===== src/rtl/soc_decerr_slave_if.sv =====
// soc_decerr_slave_if: AXI4 AW/W/B/AR/R subset seen by the default error slave.
// Ports: AW (valid/ready/id/addr), W (valid/ready/last), B (valid/ready/id/resp),
//        AR (valid/ready/id/addr/len), R (valid/ready/id/data/resp/last).
// Suffixes follow the slave's view: _i is driven by the master, _o by the slave.
interface soc_decerr_slave_if #(
    parameter int unsigned IdWidth   = 8,
    parameter int unsigned AddrWidth = 64,
    parameter int unsigned DataWidth = 64
);
    logic                 aw_valid_i;
    logic                 aw_ready_o;
    logic [IdWidth-1:0]   aw_id_i;
    logic [AddrWidth-1:0] aw_addr_i;
    logic                 w_valid_i;
    logic                 w_ready_o;
    logic                 w_last_i;
    logic                 b_valid_o;
    logic                 b_ready_i;
    logic [IdWidth-1:0]   b_id_o;
    logic [1:0]           b_resp_o;
    logic                 ar_valid_i;
    logic                 ar_ready_o;
    logic [IdWidth-1:0]   ar_id_i;
    logic [AddrWidth-1:0] ar_addr_i;
    logic [7:0]           ar_len_i;
    logic                 r_valid_o;
    logic                 r_ready_i;
    logic [IdWidth-1:0]   r_id_o;
    logic [DataWidth-1:0] r_data_o;
    logic [1:0]           r_resp_o;
    logic                 r_last_o;

    modport slave (
        input  aw_valid_i, aw_id_i, aw_addr_i, w_valid_i, w_last_i, b_ready_i,
               ar_valid_i, ar_id_i, ar_addr_i, ar_len_i, r_ready_i,
        output aw_ready_o, w_ready_o, b_valid_o, b_id_o, b_resp_o,
               ar_ready_o, r_valid_o, r_id_o, r_data_o, r_resp_o, r_last_o
    );

    modport master (
        output aw_valid_i, aw_id_i, aw_addr_i, w_valid_i, w_last_i, b_ready_i,
               ar_valid_i, ar_id_i, ar_addr_i, ar_len_i, r_ready_i,
        input  aw_ready_o, w_ready_o, b_valid_o, b_id_o, b_resp_o,
               ar_ready_o, r_valid_o, r_id_o, r_data_o, r_resp_o, r_last_o
    );
endinterface


===== src/rtl/soc_decerr_slave.sv =====
// soc_decerr_slave: AXI4 default slave answering every request with DECERR.
// Ports: clk_i, rst_ni (async active-low); axi (slave modport, AXI bus);
//        err_valid_o/err_addr_o/err_write_o sticky first-fault record,
//        err_cnt_o saturating fault count, clr_i clears both, irq_o capture pulse.
module soc_decerr_slave #(
    parameter int unsigned          IdWidth   = 8,
    parameter int unsigned          AddrWidth = 64,
    parameter int unsigned          DataWidth = 64,
    parameter logic [DataWidth-1:0] RespData  = 64'hDEAD_BEEF_DEAD_BEEF
) (
    input  logic                 clk_i,
    input  logic                 rst_ni,
    soc_decerr_slave_if.slave    axi,
    output logic                 err_valid_o,
    output logic [AddrWidth-1:0] err_addr_o,
    output logic                 err_write_o,
    output logic [15:0]          err_cnt_o,
    input  logic                 clr_i,
    output logic                 irq_o
);
    typedef enum logic [1:0] {W_IDLE, W_DATA, W_RESP} w_state_e;
    typedef enum logic {R_IDLE, R_DATA} r_state_e;

    w_state_e             w_state_q, w_state_d;
    r_state_e             r_state_q, r_state_d;
    logic [IdWidth-1:0]   b_id_q, b_id_d, r_id_q, r_id_d;
    logic [7:0]           r_cnt_q, r_cnt_d;
    logic                 err_valid_q, err_valid_d, err_write_q, err_write_d, irq_q, irq_d;
    logic [AddrWidth-1:0] err_addr_q, err_addr_d;
    logic [15:0]          err_cnt_q, err_cnt_d;
    logic                 aw_hs, ar_hs, valid_base;
    logic [16:0]          cnt_sum;

    assign aw_hs = axi.aw_valid_i && (w_state_q == W_IDLE);
    assign ar_hs = axi.ar_valid_i && (r_state_q == R_IDLE);

    always_comb begin
        w_state_d = w_state_q;
        b_id_d    = b_id_q;
        case (w_state_q)
            W_IDLE: if (axi.aw_valid_i) begin
                w_state_d = W_DATA;
                b_id_d    = axi.aw_id_i;
            end
            W_DATA:  if (axi.w_valid_i && axi.w_last_i) w_state_d = W_RESP;
            W_RESP:  if (axi.b_ready_i) w_state_d = W_IDLE;
            default: w_state_d = W_IDLE;
        endcase
    end

    always_comb begin
        r_state_d = r_state_q;
        r_id_d    = r_id_q;
        r_cnt_d   = r_cnt_q;
        case (r_state_q)
            R_IDLE: if (axi.ar_valid_i) begin
                r_state_d = R_DATA;
                r_id_d    = axi.ar_id_i;
                r_cnt_d   = axi.ar_len_i;
            end
            default: if (axi.r_ready_i) begin
                r_state_d = (r_cnt_q == 8'd0) ? R_IDLE : R_DATA;
                r_cnt_d   = (r_cnt_q == 8'd0) ? r_cnt_q : r_cnt_q - 8'd1;
            end
        endcase
    end

    // Clear is applied before the new fault so a simultaneous fault reloads the record.
    always_comb begin
        valid_base  = clr_i ? 1'b0 : err_valid_q;
        cnt_sum     = {1'b0, clr_i ? 16'd0 : err_cnt_q} + 17'({1'b0, aw_hs} + {1'b0, ar_hs});
        err_cnt_d   = cnt_sum[16] ? 16'hFFFF : cnt_sum[15:0];
        irq_d       = (aw_hs || ar_hs) && !valid_base;
        err_valid_d = valid_base || irq_d;
        err_addr_d  = irq_d ? (aw_hs ? axi.aw_addr_i : axi.ar_addr_i) : (clr_i ? '0 : err_addr_q);
        err_write_d = irq_d ? aw_hs : (clr_i ? 1'b0 : err_write_q);
    end

    always_ff @(posedge clk_i or negedge rst_ni) begin
        if (!rst_ni) begin
            w_state_q   <= W_IDLE;
            r_state_q   <= R_IDLE;
            b_id_q      <= '0;
            r_id_q      <= '0;
            r_cnt_q     <= '0;
            err_valid_q <= 1'b0;
            err_addr_q  <= '0;
            err_write_q <= 1'b0;
            err_cnt_q   <= '0;
            irq_q       <= 1'b0;
        end else begin
            w_state_q   <= w_state_d;
            r_state_q   <= r_state_d;
            b_id_q      <= b_id_d;
            r_id_q      <= r_id_d;
            r_cnt_q     <= r_cnt_d;
            err_valid_q <= err_valid_d;
            err_addr_q  <= err_addr_d;
            err_write_q <= err_write_d;
            err_cnt_q   <= err_cnt_d;
            irq_q       <= irq_d;
        end
    end

    // All bus outputs are pure decodes of registered state, so no valid->ready paths exist.
    assign axi.aw_ready_o = (w_state_q == W_IDLE);
    assign axi.w_ready_o  = (w_state_q == W_DATA);
    assign axi.b_valid_o  = (w_state_q == W_RESP);
    assign axi.b_resp_o   = axi.b_valid_o ? 2'b11 : 2'b00;
    assign axi.b_id_o     = b_id_q;
    assign axi.ar_ready_o = (r_state_q == R_IDLE);
    assign axi.r_valid_o  = (r_state_q == R_DATA);
    assign axi.r_resp_o   = axi.r_valid_o ? 2'b11 : 2'b00;
    assign axi.r_data_o   = axi.r_valid_o ? RespData : '0;
    assign axi.r_last_o   = axi.r_valid_o && (r_cnt_q == 8'd0);
    assign axi.r_id_o     = r_id_q;
    assign err_valid_o    = err_valid_q;
    assign err_addr_o     = err_addr_q;
    assign err_write_o    = err_write_q;
    assign err_cnt_o      = err_cnt_q;
    assign irq_o          = irq_q;
endmodule


===== src/flat_wrapper.sv =====
// flat-port wrapper written by rule: the top's interface ports become plain ports
module soc_decerr_slave_flat 
#(
    parameter int unsigned          IdWidth   = 8,
    parameter int unsigned          AddrWidth = 64,
    parameter int unsigned          DataWidth = 64,
    parameter logic [DataWidth-1:0] RespData  = 64'hDEAD_BEEF_DEAD_BEEF
)
  (clk_i, rst_ni, err_valid_o, err_addr_o, err_write_o, err_cnt_o, clr_i, irq_o, axi_aw_valid_i, axi_aw_id_i, axi_aw_addr_i, axi_w_valid_i, axi_w_last_i, axi_b_ready_i, axi_ar_valid_i, axi_ar_id_i, axi_ar_addr_i, axi_ar_len_i, axi_r_ready_i, axi_aw_ready_o, axi_w_ready_o, axi_b_valid_o, axi_b_id_o, axi_b_resp_o, axi_ar_ready_o, axi_r_valid_o, axi_r_id_o, axi_r_data_o, axi_r_resp_o, axi_r_last_o);
  soc_decerr_slave_if #(.IdWidth(IdWidth), .AddrWidth(AddrWidth), .DataWidth(DataWidth)) axi_i ();
  input  logic clk_i;
  input  logic rst_ni;
  output logic err_valid_o;
  output logic [AddrWidth-1:0] err_addr_o;
  output logic err_write_o;
  output logic [15:0] err_cnt_o;
  input  logic clr_i;
  output logic irq_o;
  input wire logic [$bits(axi_i.aw_valid_i)-1:0] axi_aw_valid_i;
  input wire logic [$bits(axi_i.aw_id_i)-1:0] axi_aw_id_i;
  input wire logic [$bits(axi_i.aw_addr_i)-1:0] axi_aw_addr_i;
  input wire logic [$bits(axi_i.w_valid_i)-1:0] axi_w_valid_i;
  input wire logic [$bits(axi_i.w_last_i)-1:0] axi_w_last_i;
  input wire logic [$bits(axi_i.b_ready_i)-1:0] axi_b_ready_i;
  input wire logic [$bits(axi_i.ar_valid_i)-1:0] axi_ar_valid_i;
  input wire logic [$bits(axi_i.ar_id_i)-1:0] axi_ar_id_i;
  input wire logic [$bits(axi_i.ar_addr_i)-1:0] axi_ar_addr_i;
  input wire logic [$bits(axi_i.ar_len_i)-1:0] axi_ar_len_i;
  input wire logic [$bits(axi_i.r_ready_i)-1:0] axi_r_ready_i;
  output wire logic [$bits(axi_i.aw_ready_o)-1:0] axi_aw_ready_o;
  output wire logic [$bits(axi_i.w_ready_o)-1:0] axi_w_ready_o;
  output wire logic [$bits(axi_i.b_valid_o)-1:0] axi_b_valid_o;
  output wire logic [$bits(axi_i.b_id_o)-1:0] axi_b_id_o;
  output wire logic [$bits(axi_i.b_resp_o)-1:0] axi_b_resp_o;
  output wire logic [$bits(axi_i.ar_ready_o)-1:0] axi_ar_ready_o;
  output wire logic [$bits(axi_i.r_valid_o)-1:0] axi_r_valid_o;
  output wire logic [$bits(axi_i.r_id_o)-1:0] axi_r_id_o;
  output wire logic [$bits(axi_i.r_data_o)-1:0] axi_r_data_o;
  output wire logic [$bits(axi_i.r_resp_o)-1:0] axi_r_resp_o;
  output wire logic [$bits(axi_i.r_last_o)-1:0] axi_r_last_o;
  assign axi_i.aw_valid_i = axi_aw_valid_i;
  assign axi_i.aw_id_i = axi_aw_id_i;
  assign axi_i.aw_addr_i = axi_aw_addr_i;
  assign axi_i.w_valid_i = axi_w_valid_i;
  assign axi_i.w_last_i = axi_w_last_i;
  assign axi_i.b_ready_i = axi_b_ready_i;
  assign axi_i.ar_valid_i = axi_ar_valid_i;
  assign axi_i.ar_id_i = axi_ar_id_i;
  assign axi_i.ar_addr_i = axi_ar_addr_i;
  assign axi_i.ar_len_i = axi_ar_len_i;
  assign axi_i.r_ready_i = axi_r_ready_i;
  assign axi_aw_ready_o = axi_i.aw_ready_o;
  assign axi_w_ready_o = axi_i.w_ready_o;
  assign axi_b_valid_o = axi_i.b_valid_o;
  assign axi_b_id_o = axi_i.b_id_o;
  assign axi_b_resp_o = axi_i.b_resp_o;
  assign axi_ar_ready_o = axi_i.ar_ready_o;
  assign axi_r_valid_o = axi_i.r_valid_o;
  assign axi_r_id_o = axi_i.r_id_o;
  assign axi_r_data_o = axi_i.r_data_o;
  assign axi_r_resp_o = axi_i.r_resp_o;
  assign axi_r_last_o = axi_i.r_last_o;
  soc_decerr_slave #(.IdWidth(IdWidth), .AddrWidth(AddrWidth), .DataWidth(DataWidth), .RespData(RespData)) u_core (.clk_i(clk_i), .rst_ni(rst_ni), .axi(axi_i), .err_valid_o(err_valid_o), .err_addr_o(err_addr_o), .err_write_o(err_write_o), .err_cnt_o(err_cnt_o), .clr_i(clr_i), .irq_o(irq_o));
endmodule

===== config.mk =====
export PLATFORM = sky130hd
export DESIGN_NAME = soc_decerr_slave_flat
export DESIGN_NICKNAME = d
export VERILOG_FILES = /design/src/rtl/soc_decerr_slave_if.sv /design/src/rtl/soc_decerr_slave.sv /design/src/flat_wrapper.sv
export SDC_FILE = /design/constraint.sdc
export NUM_CORES = 1
export LEC_CHECK = 0
export ABC_AREA = 1
export BUFFER_PORTS_ARGS = -buffer_cell sky130_fd_sc_hd__buf_4
export CAP_MARGIN = 0
export CORE_AREA = 5 5 128 130
export DETAILED_ROUTE_END_ITERATION = 7
export DIE_AREA = 0 0 133 135
export PLACE_DENSITY = 0.74
export SYNTH_ARGS = -nofsm -noshare
export SYNTH_HDL_FRONTEND = slang
export SYNTH_SLANG_ARGS = --single-unit

===== constraint.sdc =====
create_clock -name clk_i -period 9.05 [get_ports clk_i]
set_input_delay 1.3575 -clock clk_i [delete_from_list [all_inputs] [get_ports clk_i]]
set_output_delay 1.3575 -clock clk_i [all_outputs]
set_load 0.005 [all_outputs]

==> results of run 1 <==
layer usage:
layer  wire, um  part of all wire
met4        643             0.031
met3       1750             0.084
met2      10400              0.50
met5          0                 0
met1       8040              0.39
final timing paths:
check	depth (start not counted)	startpoint	to
setup / recovery	10	axi_ar_valid_i	u_core.err_addr_o[47]
hold / removal	2	u_core.axi.r_id_o[4]	u_core.axi.r_id_o[4]
setup reg to reg	8	u_core.axi.r_valid_o	u_core.err_addr_o[47]
hold reg to reg	2	u_core.axi.r_id_o[4]	u_core.axi.r_id_o[4]
max in group asynchronous	2	rst_ni	u_core.axi.r_valid_o
min in group asynchronous	1	rst_ni	u_core.err_addr_o[13]
power groups by stage:
| stage | clock (W) | combinational (W) | sequential, W |
|---|---|---|---|
| final | 0.000451 | 0.000908 | 0.000798 |
| after floorplan | 0 | 0.000472 | 0.000797 |
| after CTS | 0.000459 | 0.000919 | 0.000796 |
| after detailed placement | 0 | 0.000918 | 0.000800 |
| after global routing | 0.000478 | 0.000998 | 0.000820 |
| after global placement | 0 | 0.000903 | 0.000797 |
flip-flops by register name, summed over array words and instances, names as in the netlist:
name and cells:
u_core.axi.b_id_o 8, u_core.axi.r_id_o 8, u_core.axi.r_valid_o 1, u_core.err_addr_o 64, u_core.err_cnt_o 16, u_core.err_valid_o 1
u_core.err_write_o 1, u_core.irq_o 1, u_core.r_cnt_q 8, u_core.w_state_q 2
cells by family after synthesis:
family,Yosys count,share of synthesized area
AOI/OAI and AO/OA,150,0.126
xor gates and xnor gates,3,0.00433
adders and majority gates,6,0.0136
buffers and inverters,155,0.155
DFF,110,0.453
muxes,1,0.00165
other,1,0.000617
and+or+nand+nor,332,0.246
worst reg2reg max path, delay by kind of cell (launching register included):
kind / cells / cell delay (ps)
DFF: 1 / 730
adders and majority gates: 1 / 370
buffers and inverters: 3 / 1570
AOI/OAI and AO/OA: 2 / 200
and+or+nand+nor: 2 / 820
metrics by stage:
| stage | instances | power (W) | cell area, sq um | hold slack, ps |
|---|---|---|---|---|
| finish | 1189 | 0.00216 | 8360 | 475 |
| CTS | 1189 | 0.00217 | 8360 | 477 |
| global route | 1189 | 0.00230 | 8360 | 492 |
| floorplan | 773 | 0.00127 | 6130 | 453 |
| global placement | 1173 | 0.00170 | 8020 | 460 |
| detailed placement | 1173 | 0.00172 | 8020 | 460 |
cell usage in the layout (no fill, tap or decap):
master      count
xnor2_1         1
ha_1            5
clkbuf_8        2
bufinv_16       2
clkinvlp_4      1
conb_1         16
nand2_1       121
fa_1            1
o21ai_1        82
nor3_4          1
clkbuf_16       9
nor2_1         91
nor3_1          1
nand4_1         8
inv_8           1
nand4_4         1
inv_2           5
nand3_1        94
dfrtp_1       109
dfrtp_2         1
nor2_2          3
buf_4         321
inv_1          39
o21bai_1        1
nand2_2         2
xor2_1          2
o21ai_0        63
a21oi_1         3
nand3_4         1
or2_2           1
inv_6           2
a21oi_4         1
nand3b_1        2
mux2i_1         1
nor2_4          5
clkinv_1        1
nand3_2         1
layout make-up:
type,count,area (sq um),area share
Inverter,46,178,0.0213
Timing Repair Buffer,321,2410,0.288
Clock inverter,5,87.6,0.0105
Multi-Input combinational cell,508,2440,0.292
Tap cell,188,235,0.0282
Sequential cell,110,2750,0.330
Clock buffer,11,253,0.0302
==> results.txt, run 1 <==
----------------------------------------------------
[Logic synthesis]
  Share of async-settable or async-resettable flops after synthesis ... 1.00
  Synth Flop Type ... dfrtp_1
  Instance count of the mapped netlist ... 758
  Count of flip-flops with a built-in enable after synthesis ... 0
  Top cells by count, synth ... nand2_1 (122), dfrtp_1 (110), nand3_1 (94)
  Yosys top cell by area ... dfrtp_1
  Ys Warns ... 0
  Share of Yosys cell area claimed by the top area cell type ... 0.453
  Flip-flop and latch count after synthesis ... 110
  Leading cell type by number of instances after synthesis ... nand2_1
  Sequential share of the synthesized area ... 0.453
  Average cell area after synthesis ... 8.01 sq um
  Netlist area before placement ... 6070 sq um
  Most area-consuming cells after synthesis ... dfrtp_1 (45%), buf_4 (8.4%), nand3_1 (7.7%)
  Number of library cell types mapped by synthesis ... 36

[Clock network]
  Inserted Clock Buffers ... 9
  Cts hold-fix bufs ... 0
  Number of instances resized during post-cts repair ... 0
  TritonCTS clock tree ... yes
  Postcts setup bufs ... 0
  Clk slew on worst S/H paths ... 80 ps
  Worst-Skew Late Latency ... 350 ps
  CTS root buf ... clkbuf_16
  TritonCTS sink count ... 110
  Number of H-tree levels ... 3
  Buffers from clock root to sink, at most ... 2

[Routing]
  DR pass1 iterations ... 4
  Total DRC errors in the routed layout ... 0
  Initial detailed-routing violation count ... 414
  Detailed-route via count ... 6006
  Residual antenna-violating net count after detailed routing ... 0
  Wirelength, routed ... 20.8 mm
  Routed WL per cell ... 17.5 um
  Via/cell ratio ... 5.05

[Job]
  Max-cap check violation count ... 0

[Critical path]
  Critical path startpoint category ... input pin
  Worst setup path class ... in2reg
  Element type at the critical path end ... register
  Worst-path cell with the longest stage delay ... inv_2
  Arrival time reported for the critical path endpoint ... 4270 ps
  Maximum cell stage delay along the critical path ... 640 ps
  Number of buffer and inverter stages on the critical path ... 5
  Required time of the worst setup path ... 9280 ps
  Top delay family on crit path ... buffers and inverters
  Critical path, cell by cell ... buf_4, inv_1, nor2_2, clkinv_1, ha_1, a21oi_4, buf_4, inv_2, nand3_1, o21ai_1
  Worst setup slack for register-to-register paths ... 5260 ps
  Most used cell along the critical path ... buf_4
  CP Max Fanout ... 66

[Placed design]
  Placement Setup Slack ... 4700 ps
  Port buffer count ... 317
  Detailed Place HPWL ... 15.1 mm
  Final weighted congestion in routability-driven placement ... 0.873

[Worst hold path]
  Type of the worst min-delay path ... reg2reg

[Power and ir drop]
  Share of total power in sequential cells ... 0.370
  Net switching share of the total power ... 0.365
  Total power divided by cell area ... 258 nW/um^2
  NetSw ... 0.000787 W
  Combinational cell fraction of total power ... 0.421
  Internal Pwr Total ... 0.00137 W
  Peak ir drop on the vdd network ... 0.190 mV
  Static Leakage ... 4.32 nW
  Part of the power in the clock network ... 0.209

[Global routing]
  First-pass GRT wire length ... 31.1 mm
  Global Route met2 Usage ... 0.369
  Number of global-route vias before repair ... 5674
  GR peak layer ... met2
  Residual overflow from global routing ... 0
  GR met1 Demand/Resource ... 0.259
  Number of antenna violations at the first check in global routing ... 0
  Met3 global-route usage ... 0.0611
  Total routing resource utilization after global routing ... 0.218
  Largest net degree at the start of global routing ... 82

[Timing]
  Number of setup violations in the final report ... 0
  Setup repair after global routing missed its margin ... false
  Max_slew headroom ... 0.199
  Final worst-path cycle share ... 0.446
  Worst clock skew ... 13.0 ps
  Transition time at the pin with the least slew margin ... 1200 ps
  Max-slew violations ... 0
  Setup total negative slack ... 0 ps
  Post-route minimum period ... 4040 ps
  Final number of hold-violating endpoints ... 0
  Post-layout worst setup margin ... 5010 ps
  Fmax ... 248 MHz

[Layout]
  Final core utilization ... 0.556
  Synth-to-Final Area Change ... 37.6%
  Number of inserted diodes ... 0
  Number of nets in the finished design ... 1163
  Layout cell share with drive strength beyond 1 ... 0.360
  Fillers ... 1417

[Die]
  Placeable core area ... 15000 sq um
  Site Rows ... 45
  Die extent in y ... 135 um
  Initial core utilization ... 0.404
  Floorplan die area ... 18000 sq um
  Top-Level Pins ... 334
  Width of the die ... 133 um

[Outcome]
  Status ... complete, no violations

----------------------------------------------------
(Power assumes the default switching activity.)
==> inputs of run 2 (changes only) <==
CORE_AREA = 5 5 126 128   (was 5 5 128 130)
DIE_AREA = 0 0 131 133   (was 0 0 133 135)
PLACE_DENSITY = 0.76   (was 0.74)
clock period = 4.2 ns   (was 9.05 ns; I/O delays follow)
==> run 2 against run 1 <==
Compared with the run above: non-clock buffer count is 4 higher; critical endpoint is now u_core.err_cnt_o[9]; combinational power is 120% higher; first-iteration DRC count is 10% higher.
==> results.txt, run 2 (same netlist as run 1, synthesis figures left out) <==
----------------------------------------------------
[Critical path]
  Arrival time reported for the critical path endpoint ... 3260 ps (-1010 ps)
  Critical path startpoint category ... register
  Required time of the worst setup path ... 4470 ps (-4810 ps)
  Number of cells on the worst reg-to-reg path ... 11 (+3)
  Capture point of the worst reg-to-reg path ... u_core.err_cnt_o[9]
  Element type at the critical path end ... register
  CP Max Fanout ... 16 (-76%)
  Worst setup slack for register-to-register paths ... 1220 ps (-4040 ps)
  Worst setup path class ... reg2reg
  Launching element of the worst setup path ... u_core.axi.r_valid_o
  Beginning of the worst register-to-register path ... u_core.axi.r_valid_o

[Timing]
  Setup repair after global routing missed its margin ... false
  Hold slack final ... 284 ps (-190 ps)
  Final worst-path cycle share ... 0.710
  Max_slew headroom ... 0.455 (+0.256)
  Worst clock skew ... 9.78 ps (-3.23 ps)
  Transition time at the pin with the least slew margin ... 817 ps (-382 ps)
  Max-slew violations ... 0 (unchanged)
  Post-layout worst setup margin ... 1220 ps (-3790 ps)
  Fmax ... 335 MHz
  Number of setup violations in the final report ... 0 (unchanged)
  Post-route minimum period ... 2980 ps
  Setup total negative slack ... 0 ps (unchanged)
  Final number of hold-violating endpoints ... 0 (unchanged)

[Layout]
  Synth-to-Final Area Change ... 37.5% (about the same)
  Most common cell after layout, fill and taps aside ... buf_4
  Number of nets in the finished design ... 1167 (+0.34%)
  Number of inserted diodes ... 0 (unchanged)
  Number of cells in the finished layout apart from fillers ... 1193 (+0.34%)
  Layout cell share with drive strength beyond 1 ... 0.360 (+0.000559)
  Flip-flop count of the largest register, all copies and words added ... 64 (unchanged)
  Highest-count cells in the layout ignoring fill and taps ... buf_4 (325), nand2_1 (121), dfrtp_1 (109)

[Power and ir drop]
  Net switching share of the total power ... 0.366 (+0.000728)
  Part of the power in the clock network ... 0.197 (-0.012)
  Peak ir drop on the vdd network ... 0.285 mV (+50%)
  Share of total power in sequential cells ... 0.371 (about the same)
  Design Power ... 0.00456 W (+110%)
  Static Leakage ... 4.32 nW (+0.11%)
  Combinational cell fraction of total power ... 0.432 (+0.011)
  NetSw ... 0.00167 W (+110%)
  Internal Pwr Total ... 0.00289 W (+110%)
  Total power divided by cell area ... 546 nW/um^2 (+110%)

[Clock network]
  Worst-Skew Late Latency ... 350 ps (about the same)
  Number of instances resized during post-cts repair ... 0 (unchanged)
  Cts hold-fix bufs ... 0 (unchanged)
  Buffers from clock root to sink, at most ... 2 (unchanged)
  CTS root buf ... clkbuf_16
  TritonCTS sink count ... 110 (unchanged)
  Postcts setup bufs ... 0 (unchanged)
  TritonCTS clock tree ... yes
  Inserted Clock Buffers ... 9 (unchanged)
  Clk slew on worst S/H paths ... 70 ps (about the same)
  Number of H-tree levels ... 3 (unchanged)

[Die]
  Width of the die ... 131 um (-1.5%)
  Floorplan die area ... 17400 sq um (-3.0%)
  Initial core utilization ... 0.412 (+0.00771)
  Site Rows ... 45 (unchanged)
  Placeable core area ... 14800 sq um (-1.9%)
  Top-Level Pins ... 334 (unchanged)
  Die extent in y ... 133 um (-1.5%)

[Worst hold path]
  Type of the worst min-delay path ... in2async

[Routing]
  Via/cell ratio ... 4.97 (-1.6%)
  DR pass1 iterations ... 7 (+3)
  Total DRC errors in the routed layout ... 0 (unchanged)
  Routed WL per cell ... 16.7 um (-4.3%)
  Wirelength, routed ... 20.0 mm (-3.9%)
  Detailed-route via count ... 5927 (-1.3%)
  Residual antenna-violating net count after detailed routing ... 0 (unchanged)
  Initial detailed-routing violation count ... 457 (+10%)

[Placed design]
  Placed cell count ... 1177 (+0.34%)
  Detailed Place HPWL ... 14.6 mm (-3.0%)
  Port buffer count ... 317 (unchanged)
  Final weighted congestion in routability-driven placement ... 0.901 (+3.2%)
  Placement Setup Slack ... 890 ps (-3810 ps)

[Global routing]
  Total routing resource utilization after global routing ... 0.217 (-0.00131)
  Residual overflow from global routing ... 0 (unchanged)
  First-pass GRT wire length ... 29.8 mm (-4.2%)
  Number of global-route vias before repair ... 5564 (-1.9%)
  Largest net degree at the start of global routing ... 74 (-9.8%)
  Number of antenna violations at the first check in global routing ... 0 (unchanged)

[Outcome]
  Status ... complete, no violations

[Job]
  Max-cap check violation count ... 0 (unchanged)

----------------------------------------------------
[run 2: worst max-delay path: stages, from the launching register on]
cell and delay [ps]:
dfrtp_2 410, nor2_2 350, clkinv_1 340, ha_1 370, ha_1 150, inv_1 50
fa_1 350, inv_1 120, nand3_1 170, inv_2 160, nand4_4 260, nand3_1 160
[run 2: worst max path at each step]
stage	endpoint	slack [ps]	cells past startpoint
final	u_core.err_cnt_o[9]	1220	11
after global routing	u_core.err_cnt_o[11]	910	11
after CTS	u_core.err_cnt_o[9]	1210	11
after detailed placement	u_core.err_cnt_o[15]	890	13
after global placement	u_core.err_cnt_o[15]	1000	13
after floorplan	u_core.err_cnt_o[10]	900	13
[run 2: layout make-up]
| type | instances | area, sq um |
|---|---|---|
| multi-input combinational | 508 | 2440 |
| timing repair buffer | 325 | 2440 |
| fill | 1383 | 6400 |
| tap | 188 | 235 |
| inverter | 46 | 178 |
| clock inverter | 3 | 47.5 |
| sequential | 110 | 2750 |
| clock buffer | 13 | 260 |
[run 2: power groups by stage]
| stage | sequential [W] | combinational (W) | clock [W] |
|---|---|---|---|
| 2_1_floorplan | 0.00172 | 0.00102 | 0 |
| 3_3_place_gp | 0.00169 | 0.00198 | 0 |
| 3_5_place_dp | 0.00170 | 0.00200 | 0 |
| 4_1_cts | 0.00169 | 0.00199 | 0.000918 |
| 5_1_grt | 0.00174 | 0.00219 | 0.000962 |
| 6_report | 0.00169 | 0.00197 | 0.000898 |
[run 2: per-layer routing]
metal | global-route usage | part of all wire | up-vias | routed length, um
li1 | - | - | 2875 | -
met1 | 0.272 | 0.39 | 2740 | 7710
met2 | 0.356 | 0.49 | 287 | 9690
met3 | 0.0634 | 0.11 | 25 | 2170
met4 | 0.0709 | 0.020 | 0 | 402
met5 | 0 | 0 | - | 0
[run 2: per-stage QoR]
stage          cell area, sq um   util
2_1_floorplan              6130      -
3_3_place_gp               8050  0.545
3_5_place_dp               8050  0.545
4_1_cts                    8350  0.566
5_1_grt                    8350  0.566
6_report                   8350  0.566
==> inputs of run 3 (changes only) <==
clock period = 3.03 ns   (was 4.2 ns; I/O delays follow)
==> run 3 against run 2 <==
Compared with the run above: non-clock buffer count increased by 4; sequential power rose by 38%; flip-flop and latch count unchanged; sequential share of layout area shrank 0.11 points; maximum frequency grew 18%; cell count up 0.25%; count of clock-buffer cells in the layout shrank 4; total power increased by 38%; core utilization rose by 0.25 points; clock skew barely moved; critical path depth is the same; critical endpoint is now u_core.err_cnt_o[11]; largest power group unchanged; highest routed layer unchanged.
==> results.txt, run 3 (same netlist as run 1, synthesis figures left out) <==
----------------------------------------------------
[Outcome]
  Status ... complete, no violations

[Global routing]
  Number of global-route vias before repair ... 5557 (-0.13%)
  Largest net degree at the start of global routing ... 73 (-1.4%)
  Residual overflow from global routing ... 0 (unchanged)
  First-pass GRT wire length ... 29.7 mm (-0.51%)
  Number of antenna violations at the first check in global routing ... 0 (unchanged)
  Total routing resource utilization after global routing ... 0.217 (+0.000484)

[Die]
  Die extent in y ... 133 um (unchanged)
  Top-Level Pins ... 334 (unchanged)
  Placeable core area ... 14800 sq um (unchanged)
  Initial core utilization ... 0.412 (unchanged)
  Floorplan die area ... 17400 sq um (unchanged)
  Site Rows ... 45 (unchanged)
  Width of the die ... 131 um (unchanged)

[Critical path]
  Launching element of the worst setup path ... u_core.w_state_q[1]
  Worst setup path class ... reg2reg
  Arrival time reported for the critical path endpoint ... 2810 ps (-450 ps)
  Element type at the critical path end ... register
  Critical path startpoint category ... register
  Beginning of the worst register-to-register path ... u_core.w_state_q[1]
  CP Max Fanout ... 16 (unchanged)
  Required time of the worst setup path ... 3310 ps (-1160 ps)
  Maximum cell stage delay along the critical path ... 390 ps (-20 ps)
  Critical path, cell by cell ... nor2_2, nand2_2, ha_1, ha_1, inv_1, fa_1, inv_1, nand3_1, inv_2, nand4_4, nand3_1
  Worst-path cell with the longest stage delay ... dfrtp_1

[Clock network]
  Number of instances resized during post-cts repair ... 0 (unchanged)
  Buffers from clock root to sink, at most ... 2 (unchanged)
  Worst-Skew Late Latency ... 370 ps (+20 ps)
  Cts hold-fix bufs ... 1 (+1)
  CTS root buf ... clkbuf_16
  Inserted Clock Buffers ... 9 (unchanged)
  Clk slew on worst S/H paths ... 70 ps (about the same)
  Postcts setup bufs ... 0 (unchanged)
  TritonCTS sink count ... 110 (unchanged)
  TritonCTS clock tree ... yes
  Number of H-tree levels ... 3 (unchanged)

[Timing]
  Worst clock skew ... 9.38 ps (-0.405 ps)
  Setup repair after global routing missed its margin ... false
  Max-slew violations ... 0 (unchanged)
  Fmax ... 396 MHz (+18%)
  Max_slew headroom ... 0.481 (+0.0258)
  Post-layout worst setup margin ... 507 ps (-710 ps)
  Number of setup violations in the final report ... 0 (unchanged)
  Final number of hold-violating endpoints ... 0 (unchanged)
  Final worst-path cycle share ... 0.833 (+0.123)
  Post-route minimum period ... 2520 ps (-460 ps)
  Transition time at the pin with the least slew margin ... 779 ps (-38.8 ps)
  Setup total negative slack ... 0 ps (unchanged)

[Routing]
  Initial detailed-routing violation count ... 360 (-21%)
  Residual antenna-violating net count after detailed routing ... 0 (unchanged)
  Total DRC errors in the routed layout ... 0 (unchanged)
  DR pass1 iterations ... 7 (unchanged)
  Wirelength, routed ... 19.8 mm (-0.90%)
  Routed WL per cell ... 16.6 um (-1.1%)
  Detailed-route via count ... 5975 (+0.81%)
  Via/cell ratio ... 5.00 (+0.56%)

[Job]
  Max-cap check violation count ... 0 (unchanged)

[Layout]
  Fillers ... 1357 (-1.9%)
  Synth-to-Final Area Change ... 38.1%
  Number of nets in the finished design ... 1171 (+0.34%)
  Final core utilization ... 0.569 (+0.00246)
  Layout cell share with drive strength beyond 1 ... 0.363 (+0.00290)
  Flip-flop count of the largest register, all copies and words added ... 64 (unchanged)
  Highest-count cells in the layout ignoring fill and taps ... buf_4 (327), nand2_1 (121), dfrtp_1 (109)
  Most common cell after layout, fill and taps aside ... buf_4
  Number of inserted diodes ... 0 (unchanged)

[Power and ir drop]
  Static Leakage ... 4.34 nW (+0.26%)
  Combinational cell fraction of total power ... 0.438 (+0.006)
  Part of the power in the clock network ... 0.192 (-0.005)
  Net switching share of the total power ... 0.370 (+0.00391)
  Share of total power in sequential cells ... 0.370 (about the same)
  Peak ir drop on the vdd network ... 0.445 mV (+56%)
  Total power divided by cell area ... 751 nW/um^2 (+37%)
  Internal Pwr Total ... 0.00397 W (+37%)
  NetSw ... 0.00233 W (+40%)

[Placed design]
  Placement Setup Slack ... 431 ps (-458 ps)
  Detailed Place HPWL ... 14.5 mm (-0.63%)
  Port buffer count ... 317 (unchanged)
  Final weighted congestion in routability-driven placement ... 0.912 (+1.2%)

[Worst hold path]
  Worst Min Path Start ... axi_aw_id_i[7]
  Type of the worst min-delay path ... in2reg

----------------------------------------------------
run 3: cell types whose count changed in the layout (fill, tap and decap cells not counted):
cell           before  now
dfrtp_2             1    0
buf_4             325  327
dlygate4sd3_1       0    1
clkinv_4            0    2
inv_6               3    2
clkbuf_1            2    0
buf_12              0    1
clkbuf_8            2    0
clkinvlp_4          0    2
dfrtp_4             0    1
run 3: final timing paths:
path                       slack, ps                     to  cells past startpoint
setup / recovery                 510   u_core.err_cnt_o[11]                     11
hold / removal                   280   u_core.axi.b_id_o[7]                      3
setup reg to reg                 510   u_core.err_cnt_o[11]                     11
hold reg to reg                  480   u_core.axi.r_id_o[3]                      2
max in group asynchronous       1790  u_core.err_addr_o[35]                      3
min in group asynchronous        470           u_core.irq_o                      2
run 3: stage by stage:
stage                     cells  total power [W]  cell area [sq um]  hold WS (ps)
final                      1196          0.00630               8390           283
after global routing       1196          0.00675               8390           280
after global placement     1180          0.00510               8080           319
after floorplan             773          0.00378               6130           159
after CTS                  1196          0.00637               8390           273
after detailed placement   1180          0.00514               8080           322
run 3: critical path, delay by kind of cell, from the launching register on:
kind                     cells  cell delay [ps]
AND/OR/NAND/NOR              5              900
adder cells (fa/ha/maj)      3              840
flip-flops                   1              390
buffers and inverters        3              330
run 3: layout make-up:
cell class                      count  area, sq um  share of cell area
Sequential cell                   110         2760               0.329
Timing Repair Buffer              329         2480               0.296
Multi-Input combinational cell    508         2440               0.291
Tap cell                          188          235              0.0280
Clock buffer                        9          225              0.0268
Inverter                           46          178              0.0212
Clock inverter                      6         71.3             0.00850
run 3: per-layer routing:
| layer | GRT usage | up-vias | wire length [um] |
|---|---|---|---|
| met5 | 0 | - | 0 |
| met4 | 0.0611 | 0 | 357 |
| met3 | 0.0759 | 24 | 2130 |
| met2 | 0.354 | 284 | 9650 |
| met1 | 0.272 | 2775 | 7660 |
| li1 | - | 2892 | - |
run 3: power groups by stage:
stage          Combinational (W)  Sequential, W  Clock (W)
2_1_floorplan            0.00140        0.00238          0
3_3_place_gp             0.00276        0.00234          0
4_1_cts                  0.00280        0.00233    0.00124
6_report                 0.00276        0.00233    0.00121
3_5_place_dp             0.00280        0.00234          0
5_1_grt                  0.00306        0.00240    0.00130
